File: src/rtl/usb_rx_buffer_if.sv
// Handshake bundle between the USB receiver/AHB consumer and the packet receive buffer.
// The buffer itself uses the slave modport; the driving side uses master.
interface usb_rx_buffer_if #(
  parameter int DEPTH = 64,
  parameter int AW    = $clog2(DEPTH)
);
  logic [2:0]  rx_packet;
  logic [7:0]  rx_packet_data;
  logic        store_rx_packet_data;
  logic        get_rx_data;
  logic        flush;
  logic [7:0]  rx_data;
  logic [AW:0] buffer_occupancy;
  logic        buffer_empty;
  logic        buffer_full;
  logic        overflow_err;
  logic        underflow_err;

  modport master (
    output rx_packet, rx_packet_data, store_rx_packet_data, get_rx_data, flush,
    input  rx_data, buffer_occupancy, buffer_empty, buffer_full, overflow_err, underflow_err
  );

  modport slave (
    input  rx_packet, rx_packet_data, store_rx_packet_data, get_rx_data, flush,
    output rx_data, buffer_occupancy, buffer_empty, buffer_full, overflow_err, underflow_err
  );
endinterface

File: src/rtl/usb_rx_buffer.sv
// Packet-granular receive FIFO: bytes stay tentative until the receiver signals DONE,
// and a failed or overflowed packet is rolled back to the last commit point.
module usb_rx_buffer #(
  parameter int DEPTH = 64,
  parameter int AW    = $clog2(DEPTH)
) (
  input  logic           clk,
  input  logic           rst,
  usb_rx_buffer_if.slave bus
);
  localparam logic [2:0]  PKT_DONE  = 3'b101;
  localparam logic [2:0]  PKT_ERR   = 3'b110;
  localparam logic [AW:0] DEPTH_CNT = (AW+1)'(DEPTH);

  logic [7:0]  mem [DEPTH];
  logic [AW:0] wr_ptr, cm_ptr, rd_ptr;
  logic [AW:0] wr_next, cm_next, rd_next;
  logic        pkt_bad, pkt_bad_next;
  logic [2:0]  rx_packet_q;
  logic        overflow_err, underflow_err;
  logic        done_evt, err_evt;
  logic        full, empty;
  logic        do_store, drop, do_pop;

  assign done_evt = (bus.rx_packet == PKT_DONE) && (rx_packet_q != PKT_DONE);
  assign err_evt  = (bus.rx_packet == PKT_ERR)  && (rx_packet_q != PKT_ERR);

  // Full counts tentative bytes too, measured against the reader so a pop frees space
  assign full     = (wr_ptr - rd_ptr) == DEPTH_CNT;
  assign empty    = (cm_ptr == rd_ptr);
  assign do_store = bus.store_rx_packet_data && !full;
  assign drop     = bus.store_rx_packet_data && full;
  assign do_pop   = bus.get_rx_data && !empty;

  always_comb begin
    wr_next      = wr_ptr + {{AW{1'b0}}, do_store};
    cm_next      = cm_ptr;
    rd_next      = rd_ptr + {{AW{1'b0}}, do_pop};
    pkt_bad_next = pkt_bad | drop;
    if (err_evt || (done_evt && pkt_bad_next)) begin
      wr_next      = cm_ptr;
      pkt_bad_next = 1'b0;
    end else if (done_evt) begin
      cm_next      = wr_next;
      pkt_bad_next = 1'b0;
    end
  end

  // Flush leaves the edge detector running so a held DONE/ERR cannot retrigger afterwards
  always_ff @(posedge clk) begin
    if (rst) begin
      wr_ptr        <= '0;
      cm_ptr        <= '0;
      rd_ptr        <= '0;
      pkt_bad       <= 1'b0;
      rx_packet_q   <= 3'b000;
      overflow_err  <= 1'b0;
      underflow_err <= 1'b0;
    end else begin
      rx_packet_q <= bus.rx_packet;
      if (bus.flush) begin
        wr_ptr        <= '0;
        cm_ptr        <= '0;
        rd_ptr        <= '0;
        pkt_bad       <= 1'b0;
        overflow_err  <= 1'b0;
        underflow_err <= 1'b0;
      end else begin
        wr_ptr  <= wr_next;
        cm_ptr  <= cm_next;
        rd_ptr  <= rd_next;
        pkt_bad <= pkt_bad_next;
        if (drop)
          overflow_err <= 1'b1;
        if (bus.get_rx_data && empty)
          underflow_err <= 1'b1;
      end
    end
  end

  always_ff @(posedge clk) begin
    if (do_store)
      mem[wr_ptr[AW-1:0]] <= bus.rx_packet_data;
  end

  assign bus.rx_data          = mem[rd_ptr[AW-1:0]];
  assign bus.buffer_occupancy = cm_ptr - rd_ptr;
  assign bus.buffer_empty     = empty;
  assign bus.buffer_full      = full;
  assign bus.overflow_err     = overflow_err;
  assign bus.underflow_err    = underflow_err;
endmodule

File: src/flat_wrapper.sv
// flat-port wrapper written by rule: the top's interface ports become plain ports
module usb_rx_buffer_flat 
#(
  parameter int DEPTH = 64,
  parameter int AW    = $clog2(DEPTH)
)
  (clk, rst, bus_rx_packet, bus_rx_packet_data, bus_store_rx_packet_data, bus_get_rx_data, bus_flush, bus_rx_data, bus_buffer_occupancy, bus_buffer_empty, bus_buffer_full, bus_overflow_err, bus_underflow_err);
  usb_rx_buffer_if #(.DEPTH(DEPTH), .AW(AW)) bus_i ();
  input  logic clk;
  input  logic rst;
  input wire logic [$bits(bus_i.rx_packet)-1:0] bus_rx_packet;
  input wire logic [$bits(bus_i.rx_packet_data)-1:0] bus_rx_packet_data;
  input wire logic [$bits(bus_i.store_rx_packet_data)-1:0] bus_store_rx_packet_data;
  input wire logic [$bits(bus_i.get_rx_data)-1:0] bus_get_rx_data;
  input wire logic [$bits(bus_i.flush)-1:0] bus_flush;
  output wire logic [$bits(bus_i.rx_data)-1:0] bus_rx_data;
  output wire logic [$bits(bus_i.buffer_occupancy)-1:0] bus_buffer_occupancy;
  output wire logic [$bits(bus_i.buffer_empty)-1:0] bus_buffer_empty;
  output wire logic [$bits(bus_i.buffer_full)-1:0] bus_buffer_full;
  output wire logic [$bits(bus_i.overflow_err)-1:0] bus_overflow_err;
  output wire logic [$bits(bus_i.underflow_err)-1:0] bus_underflow_err;
  assign bus_i.rx_packet = bus_rx_packet;
  assign bus_i.rx_packet_data = bus_rx_packet_data;
  assign bus_i.store_rx_packet_data = bus_store_rx_packet_data;
  assign bus_i.get_rx_data = bus_get_rx_data;
  assign bus_i.flush = bus_flush;
  assign bus_rx_data = bus_i.rx_data;
  assign bus_buffer_occupancy = bus_i.buffer_occupancy;
  assign bus_buffer_empty = bus_i.buffer_empty;
  assign bus_buffer_full = bus_i.buffer_full;
  assign bus_overflow_err = bus_i.overflow_err;
  assign bus_underflow_err = bus_i.underflow_err;
  usb_rx_buffer #(.DEPTH(DEPTH), .AW(AW)) u_core (.clk(clk), .rst(rst), .bus(bus_i));
endmodule
File: config.mk
export PLATFORM = sky130hd
export DESIGN_NAME = usb_rx_buffer_flat
export DESIGN_NICKNAME = d
export VERILOG_FILES = /design/src/rtl/usb_rx_buffer_if.sv /design/src/rtl/usb_rx_buffer.sv /design/src/flat_wrapper.sv
export SDC_FILE = /design/constraint.sdc
export NUM_CORES = 1
export LEC_CHECK = 0
export ABC_AREA = 1
export ABC_CLOCK_PERIOD_IN_PS = 5500
export CORE_ASPECT_RATIO = 1.5
export CORE_UTILIZATION = 36
export CTS_CLUSTER_DIAMETER = 30
export DETAILED_ROUTE_END_ITERATION = 12
export REMOVE_ABC_BUFFERS = 1
export SLEW_MARGIN = 20
export SYNTH_ARGS = -nofsm -noshare
export SYNTH_HDL_FRONTEND = slang
export SYNTH_SLANG_ARGS = --single-unit
File: constraint.sdc
create_clock -name clk -period 5.5 [get_ports clk]
set_input_delay 0.55 -clock clk [delete_from_list [all_inputs] [get_ports clk]]
set_output_delay 0.55 -clock clk [all_outputs]
set_load 0.02 [all_outputs]
==> impl_metrics.toml, run 1 <==
[outcome]
status = "finished clean"

[power]
pwr-share-clk_pct = 45.7
p_int_uw = 7000
combPwrFrac_pct = 4.4
seq_power_share_pct = 49.9
p_per_area_nw_per_um2 = 359
swShare_pct = 22.6
ir_worst_vdd_mv = 0.404
p_leak_uw = 0.00830
switching_power_uw = 2050

[logic_synthesis]
ys.warnings.count = 0
synthFlopType = "edfxtp_1"
yosys.area_share.simple_pct = 11.9
syn_area_um2 = 22100
synth-compound-area-share_pct = 11.2
synth_cell_types = 38
synthAdderAreaFrac_pct = 0.996
synthXorXnorAreaFrac_pct = 0.436
synth_top_area_share_pct = 69.6
postSynthCellCount = 1785
synthMuxAreaShare_pct = 0
ys_ff_latch = 539
syn_avg_cell_area_um2 = 12.4
yosysTopAreaCell = "edfxtp_1"
synth_top_family_by_area = "simple AND/OR/NAND/NOR gates"
synthTopCellsByCount = "edfxtp_1 (512), nor2_1 (383), o21ai_0 (255)"
async_flop_share_pct = 0
synth-edff-count = 512
synth.area.top_cells = "edfxtp_1 (70%), nor2_1 (6.5%), o21ai_0 (5.8%)"
synth_most_common_cell = "edfxtp_1"
synth_seq_area_share_pct = 72.0

[setup_path]
critical_path_class = "reg -> out"
cp.buffers_inverters = 3
reg2reg_from = "u_core.rd_ptr[3]$_SDFF_PP0_"
critPathMaxFanout = 176
crit_path_start_kind = "flip-flop"
endpoint_kind = "output port"
slowest_stage = "clkdlybuf4s50_1"
crit_chain = "buf_12 -> buf_4 -> o21ai_0 -> o211ai_1 -> nand3_1 -> nand4_1 -> nand2_1 -> a21oi_1 -> clkdlybuf4s50_1"
crit_path_max_incr_delay_ns = 0.66
cpLargestDelayFamily = "buffers and inverters"
startpoint = "u_core.rd_ptr[0]$_SDFF_PP0_"
arrival_ns = 3.94
worst_ep_required_time_ns = 4.95

[cts]
path_clk_slew_ns = 0.06
ctsResizeCount = 0
cts-root-buf = "clkbuf_16"
postCtsSetupRepairBufs = 0
htree_levels = 2
cts.sinks = 539
hold_buffers = 0
ctsLongestPathBuffers = 3
clk_latency_ns = 0.61
numCtsBuffers = 61
cts_tree = "built"

[finish]
area_growth_pct = 14.0
fillCellCount = 5648
antenna_cells = 0
drive_gt1_share_pct = 8.73
nNetsFinal = 1835
fin_cells = 2639

[global_route]
grt_start_max_net_pins = 177
grt_pass1_vias = 14300
track_usage_pct = 18.5
grt_pass1_wl_um = 87500
antenna_found_initial = 0
grt.overflow.total = 0

[floorplan]
die-width_um = 204
dieArea_um2 = 62400
core_area_um2 = 60300
start_util_pct = 36.7
die_h_um = 305
core.rowCount = 110
io_pins = 35

[hold_path]
hold_class = "reg -> reg"
hp-start = "u_core.bus.overflow_err$_SDFFE_PP0P_"

[placed_design]
gp_congestion = 0.865
dp_hpwl_um = 34200
dp.cells = 2523
io_buffers = 34
place_ws_ns = 1.65

[timing]
finalCritPeriodShare_pct = 81.6
final.min_clock_period_ns = 4.49
final-setup-viol-count = 0
hold_violations = 0
tightest_slew_ns = 0.991
rsz0062_at_grt = "false"
holdWs_ns = 0.458
relSlewSlack_pct = 33.7
fin_skew_ns = 0.0135
setup_ws_ns = 1.01
max_freq_mhz = 223
drv_slew = 0

[drt]
wl_per_cell_um = 21.7
drc = 0
drtPass1Iterations = 5
via_per_inst = 5.40
antenna_left = 0
vias = 14300
routed_wl_um = 57300
first_iter_violations = 1182

[flow_run]
maxCapViolCount = 0
## registers in the layout (all words and copies together), names as in the netlist
register / cells
u_core.bus.overflow_err: 1
u_core.pkt_bad: 1
u_core.mem: 512
u_core.wr_ptr: 7
u_core.cm_ptr: 7
u_core.bus.underflow_err: 1
u_core.rd_ptr: 7
u_core.rx_packet_q: 3
## logic make-up after synthesis
| family | count (synthesis) |
|---|---|
| flops | 539 |
| simple gates | 616 |
| compound gates | 432 |
| buf+inv | 170 |
| xor+xnor | 11 |
| fa+ha+maj | 17 |
## final cells by class
cell class	instances	area (um^2)	area share, %
flip-flops and latches	539	15900	63.2
inverters	65	249	0.988
clock inverters	48	490	1.95
clock buffers	68	1600	6.33
multi-input cells	1076	5420	21.5
well taps	784	981	3.89
repair buffers	59	538	2.14
## placed cells by master (no fill, tap or decap), types with 2 or more instances in the layout
cell	instances
edfxtp_1	512
nor2_1	382
o21ai_0	255
nand2_1	123
nand3_1	72
o22ai_1	71
clkbuf_16	63
inv_1	56
o221ai_1	37
a21oi_1	30
o211ai_1	27
clkdlybuf4s50_1	26
dfxtp_1	24
buf_4	21
nand4_1	17
ha_1	16
inv_6	13
clkinv_1	11
xor2_1	10
buf_2	8
o21ai_1	7
clkinvlp_4	7
nand4_4	6
inv_8	6
clkinv_4	6
clkbuf_1	5
bufinv_16	5
inv_2	4
clkinv_2	4
buf_12	4
nand2_2	3
o21bai_1	3
nor3_1	3
nand3_4	2
nand3_2	2
nor2_2	2
dfxtp_4	2
## per-stage QoR
stage	total power [uW]	TNS (ns)	util, %	instance area [um^2]
6_report	9050	0	41.8	25200
4_1_cts	9110	0	41.8	25200
5_1_grt	9290	0	41.8	25200
3_3_place_gp	5000	0	38.3	23100
3_5_place_dp	5000	0	38.3	23100
2_1_floorplan	4810	-394.99	-	21600
## worst paths after layout
kind                                               end  slack (ns)  depth (start not counted)
setup / recovery                        bus_rx_data[2]        1.01                          9
setup reg to reg           u_core.mem[19][2]$_DFFE_PP_        1.62                         11
hold / removal    u_core.bus.overflow_err$_SDFFE_PP0P_        0.46                          2
hold reg to reg   u_core.bus.overflow_err$_SDFFE_PP0P_        0.46                          2
## power by group through the flow
| stage | combinational [uW] | clock [uW] | sequential [uW] |
|---|---|---|---|
| 5_1_grt | 431 | 4340 | 4520 |
| 2_1_floorplan | 188 | 0 | 4620 |
| 6_report | 396 | 4140 | 4520 |
| 4_1_cts | 397 | 4190 | 4520 |
| 3_5_place_dp | 395 | 0 | 4610 |
| 3_3_place_gp | 390 | 0 | 4610 |
## per-layer routing
| metal | GRT usage, % | vias up | routed length [um] |
|---|---|---|---|
| li1 | - | 6585 | - |
| met1 | 22.6 | 7052 | 22800 |
| met2 | 32.5 | 499 | 29400 |
| met3 | 1.79 | 121 | 2600 |
| met4 | 8.85 | 0 | 2530 |
| met5 | 0 | - | 0 |
## worst register-to-register path: stages (launching register included)
cell and delay (ns):
dfxtp_1 0.32, inv_2 0.64, ha_1 0.41, nor2_1 0.17, nand2_1 0.10, a21oi_1 0.23
nor2_2 0.09, nand3_2 0.07, inv_2 0.07, nor2_8 0.26, nand4_4 0.30, nor2_1 0.84
No activity file was read; power rests on OpenSTA's default activity.
==> run 2: changes to the inputs <==
--- a/config.mk
+++ b/config.mk
@@ -6,7 +6,7 @@
 export NUM_CORES = 1
 export LEC_CHECK = 0
 export ABC_AREA = 1
-export ABC_CLOCK_PERIOD_IN_PS = 5500
+export ABC_CLOCK_PERIOD_IN_PS = 3800
 export CORE_ASPECT_RATIO = 1.5
 export CORE_UTILIZATION = 36
 export CTS_CLUSTER_DIAMETER = 30
==> constraint.sdc (replaced) <==
create_clock -name clk -period 3.8 [get_ports clk]
set_input_delay 0.38 -clock clk [delete_from_list [all_inputs] [get_ports clk]]
set_output_delay 0.38 -clock clk [all_outputs]
set_load 0.02 [all_outputs]
==> impl_metrics.toml, run 2 (synthesis gave the netlist of run 1 again) <==
[timing]
rsz0062_at_grt = "false"
max_freq_mhz = 275
hold_violations = 0
final-setup-viol-count = 0
tightest_slew_ns = 1.13
finalCritPeriodShare_pct = 95.9
relSlewSlack_pct = 24.9
final.min_clock_period_ns = 3.64
fin_skew_ns = 0.0240
drv_slew = 0

[cts]
path_clk_slew_ns = 0.06
ctsLongestPathBuffers = 3
htree_levels = 2
hold_buffers = 0
cts-root-buf = "clkbuf_16"
cts_tree = "built"
clk_latency_ns = 0.62
cts.sinks = 539
numCtsBuffers = 61

[placed_design]
place_area_um2 = 23800
dp_hpwl_um = 35700
dp.cells = 2607
io_buffers = 34
gp_congestion = 0.868

[finish]
fin_cells = 2726
final_area_um2 = 26000
final_common_cell = "edfxtp_1"
area_growth_pct = 17.7
largest_reg_flops = 512
final_cell_mix = "edfxtp_1 (512), nor2_1 (382), o21ai_0 (255)"
fillCellCount = 5496
antenna_cells = 0
drive_gt1_share_pct = 13.0
nNetsFinal = 1923

[setup_path]
r2r_cells = 18
endpoint_kind = "output port"
crit_chain = "buf_16 -> nor2_1 -> nor2_1 -> o21ai_0 -> o211ai_1 -> o211ai_1 -> nand3_1 -> nand3_1 -> nand3_1 -> clkdlybuf4s50_1"
crit_top_cell = "nand3_1"
crit_path_max_incr_delay_ns = 0.63
reg2reg_from = "u_core.rd_ptr[3]$_SDFF_PP0_"
r2r_slack_ns = 0.55
crit_path_start_kind = "flip-flop"
worst_ep_required_time_ns = 3.42
r2r-end = "u_core.wr_ptr[6]$_SDFF_PP0_"
critical_path_class = "reg -> out"
slowest_stage = "clkdlybuf4s50_1"
arrival_ns = 3.26
critPathMaxFanout = 86

[power]
p_leak_uw = 0.00882
swShare_pct = 22.3
ir_worst_vdd_mv = 0.342
pwr-share-clk_pct = 46.1
switching_power_uw = 2950
p_per_area_nw_per_um2 = 509
combPwrFrac_pct = 4.5
seq_power_share_pct = 49.4
p_int_uw = 10300

[hold_path]
hp-start = "bus_rx_packet_data[1]"
hold_class = "in -> reg"
hold_depth = 1
holdPathEnd = "u_core.mem[46][1]$_DFFE_PP_"

[drt]
drtPass1Iterations = 5
via_per_inst = 5.37
first_iter_violations = 1160
antenna_left = 0
routed_wl_um = 58000
wl_per_cell_um = 21.3
drc = 0
vias = 14600

[global_route]
grt_start_max_net_pins = 87
antenna_found_initial = 0
grt_pass1_wl_um = 88600
grt.overflow.total = 0
track_usage_pct = 18.7
grt_pass1_vias = 14800

[flow_run]
maxCapViolCount = 0

[floorplan]
dieArea_um2 = 62400
die-width_um = 204
core.rowCount = 110
io_pins = 35
core_area_um2 = 60300
die_h_um = 305
start_util_pct = 36.7

[outcome]
status = "finished clean"
run 2: timing repair:
| item | 4_1_cts | 5_1_grt |
|---|---|---|
| hold endpoints to repair | 0 | 0 |
| setup buffers | 1 | 3 |
| setup endpoints to repair | 8 | 7 |
| cloned | 0 | 0 |
| gates resized for setup | 6 | 3 |
run 2: metrics by stage:
stage          hold WS [ns]  setup slack (ns)  utilization, %  TNS (ns)  power, uW
4_1_cts               0.331            0.0153            43.0         0      13300
3_5_place_dp          0.454             0.355            39.5         0       7250
5_1_grt               0.341           0.00197            43.1         0      13600
3_3_place_gp          0.450             0.345            39.5         0       7240
6_report              0.333             0.157            43.1         0      13200
2_1_floorplan         0.451             -4.96               -  -1330.71       6960
run 2: critical path: cells and delay by family, from the launching register on:
family / cells / cell delay (ns)
and+or+nand+nor: 5 / 0.65
DFF: 1 / 0.51
AOI/OAI and AO/OA: 3 / 0.47
buffers and inverters: 2 / 0.94
run 2: worst max path at each step:
| stage | startpoint | endpoint |
|---|---|---|
| 6_report | u_core.rd_ptr[0]$_SDFF_PP0_ | bus_rx_data[1] |
| 5_1_grt | u_core.rd_ptr[0]$_SDFF_PP0_ | bus_rx_data[4] |
| 4_1_cts | u_core.rd_ptr[0]$_SDFF_PP0_ | bus_rx_data[2] |
| 2_1_floorplan | u_core.rd_ptr[0]$_SDFF_PP0_ | bus_rx_data[0] |
| 3_5_place_dp | u_core.rd_ptr[0]$_SDFF_PP0_ | bus_rx_data[2] |
| 3_3_place_gp | u_core.rd_ptr[0]$_SDFF_PP0_ | bus_rx_data[2] |
run 2: power by group through the flow:
stage                     Sequential, uW  Combinational, uW  Clock [uW]
final                               6540                594        6100
after global routing                6540                646        6380
after CTS                           6540                592        6170
after detailed placement            6670                584           0
after global placement              6670                575           0
after floorplan                     6680                272           0
run 2: per-layer routing:
metal  global-route usage (%)  part of all wire (%)
met5                        0                     0
met2                     32.5                    51
met1                     23.0                    40
met4                     9.34                   4.8
met3                     2.01                   5.0
run 2: layout make-up:
type                            instances  area (um^2)  share of cell area (%)
Timing Repair Buffer                  147         1280                    4.92
Multi-Input combinational cell       1076         5430                    20.9
Clock buffer                           69         1640                    6.31
Tap cell                              784          981                    3.77
Sequential cell                       539        15900                    61.2
Inverter                               65          262                    1.01
Clock inverter                         46          492                    1.89
